`src/rtl/dmem_arbiter.sv`:
```
`default_nettype none
// ============================================================================
//  Module      : dmem_arbiter
//  Description : Two-port arbiter for the single data-memory port. Port 0 is
//                the CPU, port 1 a secondary master (debug/loader/DMA).
//                req/ack handshake, round-robin or fixed-priority grant FSM,
//                combinational stall back to the CPU while its access waits.
//  Revision    : 1.0 - initial release
// ============================================================================
module dmem_arbiter #(
    parameter int ADDR_W    = 32,
    parameter int DATA_W    = 32,
    parameter int FIXED_PRI = 0
) (
    input  logic              clk_in,
    input  logic              reset,
    // port 0 (CPU)
    input  logic              req0,
    input  logic              we0,
    input  logic [ADDR_W-1:0] addr0,
    input  logic [DATA_W-1:0] wdata0,
    input  logic [1:0]        dms0,
    input  logic [2:0]        dml0,
    output logic              ack0,
    output logic [DATA_W-1:0] rdata0,
    output logic              cpu_stall,
    // port 1 (secondary master)
    input  logic              req1,
    input  logic              we1,
    input  logic [ADDR_W-1:0] addr1,
    input  logic [DATA_W-1:0] wdata1,
    input  logic [1:0]        dms1,
    input  logic [2:0]        dml1,
    output logic              ack1,
    output logic [DATA_W-1:0] rdata1,
    // data memory
    output logic              mem_we,
    output logic [ADDR_W-1:0] mem_addr,
    output logic [DATA_W-1:0] mem_wdata,
    output logic [1:0]        mem_dms,
    output logic [2:0]        mem_dml,
    input  logic [DATA_W-1:0] mem_rdata
);

    typedef enum logic [1:0] {
        ST_IDLE = 2'd0,
        ST_G0   = 2'd1,
        ST_G1   = 2'd2
    } state_t;

    state_t r_state;
    state_t w_next;
    logic   r_last_grant;

    // State register; last_grant remembers which port was served most recently.
    always_ff @(posedge clk_in) begin
        if (reset) begin
            r_state      <= ST_IDLE;
            r_last_grant <= 1'b1;   // port 0 wins the first round-robin tie
        end else begin
            r_state <= w_next;
            if (r_state == ST_G0) begin
                r_last_grant <= 1'b0;
            end else if (r_state == ST_G1) begin
                r_last_grant <= 1'b1;
            end
        end
    end

    // Next-state logic. The port just served is ignored for one cycle, so a
    // still-high req after ack is taken up again from IDLE (or from the other
    // port's grant). With fixed priority, G0 always returns to IDLE so that a
    // continuously requesting CPU keeps winning over port 1.
    always_comb begin
        w_next = ST_IDLE;
        case (r_state)
            ST_IDLE: begin
                if (req0 && req1) begin
                    if (FIXED_PRI != 0) begin
                        w_next = ST_G0;
                    end else begin
                        w_next = r_last_grant ? ST_G0 : ST_G1;
                    end
                end else if (req0) begin
                    w_next = ST_G0;
                end else if (req1) begin
                    w_next = ST_G1;
                end else begin
                    w_next = ST_IDLE;
                end
            end
            ST_G0:   w_next = (req1 && (FIXED_PRI == 0)) ? ST_G1 : ST_IDLE;
            ST_G1:   w_next = req0 ? ST_G0 : ST_IDLE;
            default: w_next = ST_IDLE;
        endcase
    end

    // Output mux: the granted port's fields go to memory and its ack is raised.
    // Everything is forced to zero while reset is high so that a reset landing
    // in a grant cycle can never commit a write.
    always_comb begin
        ack0      = 1'b0;
        ack1      = 1'b0;
        rdata0    = '0;
        rdata1    = '0;
        mem_we    = 1'b0;
        mem_addr  = '0;
        mem_wdata = '0;
        mem_dms   = '0;
        mem_dml   = '0;
        if (!reset) begin
            case (r_state)
                ST_G0: begin
                    ack0      = 1'b1;
                    rdata0    = mem_rdata;
                    mem_we    = we0;
                    mem_addr  = addr0;
                    mem_wdata = wdata0;
                    mem_dms   = dms0;
                    mem_dml   = dml0;
                end
                ST_G1: begin
                    ack1      = 1'b1;
                    rdata1    = mem_rdata;
                    mem_we    = we1;
                    mem_addr  = addr1;
                    mem_wdata = wdata1;
                    mem_dms   = dms1;
                    mem_dml   = dml1;
                end
                default: begin
                    ack0 = 1'b0;
                end
            endcase
        end
    end

    // CPU stalls whenever it requests and is not being acknowledged this cycle.
    assign cpu_stall = req0 & ~reset & ~ack0;

endmodule
`default_nettype wire

```
`config.mk`:
```
export PLATFORM = sky130hd
export DESIGN_NAME = dmem_arbiter
export DESIGN_NICKNAME = d
export VERILOG_FILES = /design/src/rtl/dmem_arbiter.sv
export SDC_FILE = /design/constraint.sdc
export NUM_CORES = 1
export LEC_CHECK = 0
export BUFFER_PORTS_ARGS = -buffer_cell sky130_fd_sc_hd__buf_2
export CAP_MARGIN = 20
export CORE_AREA = 2 2 123 125
export CTS_BUF_LIST = sky130_fd_sc_hd__clkbuf_8
export DETAILED_ROUTE_END_ITERATION = 6
export DIE_AREA = 0 0 125 127
export GPL_TIMING_DRIVEN = 0
export PLACE_DENSITY = 0.46
export SLEW_MARGIN = 25
export SYNTH_ARGS = -nofsm -noshare
export SYNTH_HDL_FRONTEND = slang
export SYNTH_SLANG_ARGS = --single-unit
```
`constraint.sdc`:
```
create_clock -name clk_in -period 1.5 [get_ports clk_in]
set_clock_uncertainty 0.05 [all_clocks]
set_input_delay 0.3 -clock clk_in [delete_from_list [all_inputs] [get_ports clk_in]]
set_output_delay 0.3 -clock clk_in [all_outputs]
set_load 0.05 [all_outputs]
```
Word-level counts from Yosys, hierarchy flattened
Index checks and enable logic that the tools add are counted.
{"block": "totals", "register_bits": 3, "latch_bits": 0, "ram_bits": 0, "romBits": 0, "in_bits": 176, "out_inout_bits": 137, "wordCells": 37, "mem_count": 0}
{"block": "classes", "n_addsub": 0, "n_mul": 0, "div": 0, "n_lt_le_gt_ge": 0, "n_eq_ne": 2, "shifts": 0, "muxes": 26, "bitwise_logic": 4, "n_reduce_logical": 3}
{"op": "32-bit 2-to-1 mux", "count": 6}
{"op": "32-bit one-hot mux with 2 select lines", "count": 2}
{"op": "2-bit 2-to-1 mux", "count": 5}
{"op": "1-bit 2-to-1 mux", "count": 8}
{"op": "2-bit one-hot mux with 3 select lines", "count": 1}
{"op": "3-bit one-hot mux with 2 select lines", "count": 1}
{"op": "2-bit one-hot mux with 2 select lines", "count": 1}
{"op": "3-bit 2-to-1 mux", "count": 1}
{"op": "1-bit AND", "count": 2}
{"op": "2-bit by 1-bit equality test with 1-bit output, second input constant", "count": 1}
{"op": "2-bit equality test, second input constant", "count": 1}
{"op": "2-bit logical NOT", "count": 1}
{"op": "1-bit inverter", "count": 2}
{"op": "1-bit one-hot mux with 2 select lines", "count": 1}
{"op": "2-bit nonzero test", "count": 1}
{"op": "1-bit logical AND", "count": 1}

Longest topological paths before layout
{"block": "depth", "depth_word": 5, "mapped_depth": 6, "depth_no_buf": 5}

Least setup slack after synthesis
Ideal clock, no wire load.
{"block": "synth_timing", "path_type": "register -> output", "from": "register r_state[1]", "to": "output port cpu_stall", "t_arrival_ns": 2.097, "required_time_ns": 1.150, "setup_slack_ns": -0.947, "path_stages_with_launch": 6, "path_cell_list": "dfxtp_1 > inv_1 > ha_1 > buf_2 > buf_1 > nor3b_1"}
{"block": "synth_via", "elab_chain_len": 5}
{"item": "start, declared", "line_no": "51", "source": "state_t r_state;"}
{"item": "start signal, assigned", "line_no": "61", "source": "r_state <= w_next;"}
{"item": "2-bit by 1-bit equality test with 1-bit output", "line_no": "112", "source": "case (r_state)"}
{"item": "1-bit 2-to-1 mux", "line_no": "112"}
{"item": "1-bit 2-to-1 mux", "line_no": "111", "source": "if (!reset) begin"}
{"item": "1-bit inverter", "line_no": "139", "source": "assign cpu_stall = req0 & ~reset & ~ack0;"}
{"item": "1-bit AND", "line_no": "139"}
{"item": "end, declared", "line_no": "26", "source": "output logic cpu_stall,"}
Every way passes these cells.

Worst setup path after layout
{"block": "layout_timing", "from": "register r_state[1]", "to": "output port rdata0[3]"}
{"block": "layout_via", "elab_chain_len": 3}
{"item": "2-bit by 1-bit equality test with 1-bit output", "line_no": "112"}
{"item": "32-bit 2-to-1 mux", "line_no": "112"}
{"item": "32-bit 2-to-1 mux", "line_no": "111"}
{"item": "end, declared", "line_no": "25", "source": "output logic [DATA_W-1:0] rdata0,"}
Every way passes these cells.

==> flow_summary.toml <==
[outcome]
run_status = "finished, violations left"
violations = "setup timing"

[clock_network]
cts.path.max_buffers = 2
root_buffer = "clkbuf_8"
path_clk_slew_ps = 30
h-tree-depth = 1
clock_latency_ps = 220
cts_tree = "built"
ctsHoldBuffers = 0
cts_buffers = 3
numClockSinks = 3

[timing]
finalHoldViolations = 0
fmax_ghz = 0.506
worst-slew-pin-transition_ps = 292
period_share_pct = 132
min_period_ps = 1980
setup-tns-final_ps = -60040
rsz0062_at_grt = "true"
drv_slew = 0
maxSlewHeadroom_pct = 80.2
setup_viol = 137
layout_setup_ws_ps = -476

[routing]
met2WireLength_um = 6440
firstDrtPassIters = 4
via_per_inst = 4.23
top_layer = "met4"
met1_length_um = 3940
vias = 3228
wl_met3_um = 830
drc = 0
drt_iter0_markers = 84
routedWlPerCell_um = 14.9
ant_nets = 0
routed_wl_um = 11400

[hold_path]
hold_depth = 2
worstHoldStart = "req1"
hp-class = "input pin to flip-flop"
whs_endpoint = "r_state[1]"

[setup_path]
path_buf_inv = 4
cp_top_family = "buffers and inverters"
max_stage_delay_ps = 350
r2r_start = "r_state[1]"
required_ps = 1150
crit_fanout = 6
rr_endpoint = "r_state[1]"
crit_cells = 7
worstPathArrival_ps = 1630
r2r_cells = 6
cpMaxStageDelayCell = "dfxtp_4"
crit_start = "r_state[1]"
rrSetupSlack_ps = 180
critPathLaunchType = "flip-flop"
worstSetupPathType = "flip-flop to primary output"
crit_chain = "inv_2 > ha_2 > nor2b_4 > buf_12 > clkbuf_4 > and2_4 > buf_6"
end_kind = "primary output"

[place]
io_buffers = 312
routabilityCongestion = 0.837
post_dp_cell_area_mm2 = 0.00397
dp.cells = 752
dp_hpwl_um = 8570

[global_routing]
grt_pass1_vias = 3374
grt_max_degree = 11
antenna_found_initial = 0
grt_use_total_pct = 13.0
grt_first_pass_wirelength_um = 17100
grt-ovfl-total = 0

[logic_synthesis]
ys_seq_elements = 3
synth_top_area_share_pct = 34.7
syn-num-nets = 436
synth_cell_types = 18
synth_area_mm2 = 0.00152
yosysWarnings = 0
syn_avg_cell_area_um2 = 5.92
synthCells = 256
synth_seq_area_share_pct = 3.96
ys_top_cells_by_area = "a22oi_1, and2_1, nor2_1, buf_2, dfxtp_1"
synthDominantAreaCellType = "a22oi_1"

[floorplanning]
fp.coreArea_mm2 = 0.0144
dieArea_mm2 = 0.0159
initial_core_util_pct = 10.5
io_pins = 313
die_y_um = 127
num_rows = 44
die_w_um = 125

[finish]
design_area_mm2 = 0.00552
fin_cells = 764
antenna_cells = 0
area_growth_pct = 264
fin_util_pct = 38.2
layout-drive-gt1-share_pct = 94.8
nFillCells = 1416
fin_nets = 761

[flow_run]
drv_cap = 0

[power]
peakVddDrop_uv = 440
powerDensity_mw_per_mm2 = 333
power.leakage_uw = 0.00238
## layout make-up
cell class | instances | area [um^2] | share of cell area (%)
Clock inverter | 1 | 3.75 | 0.0681
Multi-Input combinational cell | 221 | 2180 | 39.6
Clock buffer | 3 | 41.3 | 0.749
Inverter | 2 | 10.0 | 0.181
Buffer | 30 | 413 | 7.49
Timing Repair Buffer | 320 | 2570 | 46.6
Sequential cell | 3 | 65.1 | 1.18
Tap cell | 184 | 230 | 4.17
## metal layers
metal / global-route usage (%) / vias up
met3: 2.43 / 10
met1: 14.0 / 1497
li1: - / 1545
met2: 26.6 / 176
met5: 0 / -
met4: 1.90 / 0
## worst max-delay path by stage
stage	slack, ps	end
2_1_floorplan	-560	mem_wdata[0]
3_3_place_gp	-710	mem_addr[12]
3_5_place_dp	-740	mem_addr[12]
4_1_cts	-510	rdata1[5]
5_1_grt	-550	rdata1[22]
6_report	-480	rdata0[3]
## synth_stat cells
| master | instances |
|---|---|
| buf_2 | 12 |
| buf_1 | 5 |
| inv_1 | 2 |
| a22oi_1 | 70 |
| nor3b_1 | 1 |
| clkbuf_1 | 11 |
| nor2_1 | 70 |
| nor4b_1 | 2 |
| o21ai_0 | 1 |
| clkbuf_2 | 2 |
| and2_1 | 64 |
| dfxtp_1 | 3 |
| nor2b_1 | 1 |
| nand2_1 | 2 |
| nand2b_1 | 3 |
| and2b_1 | 1 |
| ha_1 | 4 |
| a21oi_1 | 2 |
## stage by stage
step	total power (uW)	setup WS (ps)	hold slack, ps
2_1_floorplan	862	-561	322
3_3_place_gp	1250	-708	452
3_5_place_dp	1270	-736	470
4_1_cts	1780	-511	313
5_1_grt	1950	-554	326
6_report	1840	-476	317
## layout by cell type (no fill, tap or decap), types with 2 or more instances in the layout
master       n
nor4b_1      2
and2_4      61
buf_12       3
nor2_2      26
buf_2      178
clkbuf_4     3
and2_2       3
a21oi_1      2
buf_6       89
a22oi_2     53
buf_8       48
nand2_1      2
nor2_4      44
buf_4       22
clkbuf_8     8
nand2b_1     3
ha_4         2
clkbuf_16    2
a22oi_1     17
## cells by family after synthesis
group,count (synthesis),share of synthesized area [%]
flops,3,3.96
compound gates,73,35.6
simple gates,144,48.0
fa+ha+maj,4,3.30
buf+inv,32,9.08
## report_power, final
| part | switching (uW) | internal [uW] | leakage [uW] |
|---|---|---|---|
| combinational | 856 | 661 | 0.00233 |
| clock | 54.6 | 174 | 0.0000269 |
| sequential | 5.92 | 85.1 | 0.0000257 |
## registers in the layout, summed over array words and instances, names as in the netlist
name and cells:
r_state 2, r_last_grant 1
## what timing repair did
item                                    in CTS  in global routing
endpoints found under the hold margin        0                  0
pin swaps                                   22                  2
cloned                                       4                  0
resized for setup                          347                 81
endpoints found under the setup margin     137                137
buffers inserted                             3                  1
No activity file was read; power rests on OpenSTA's default activity.
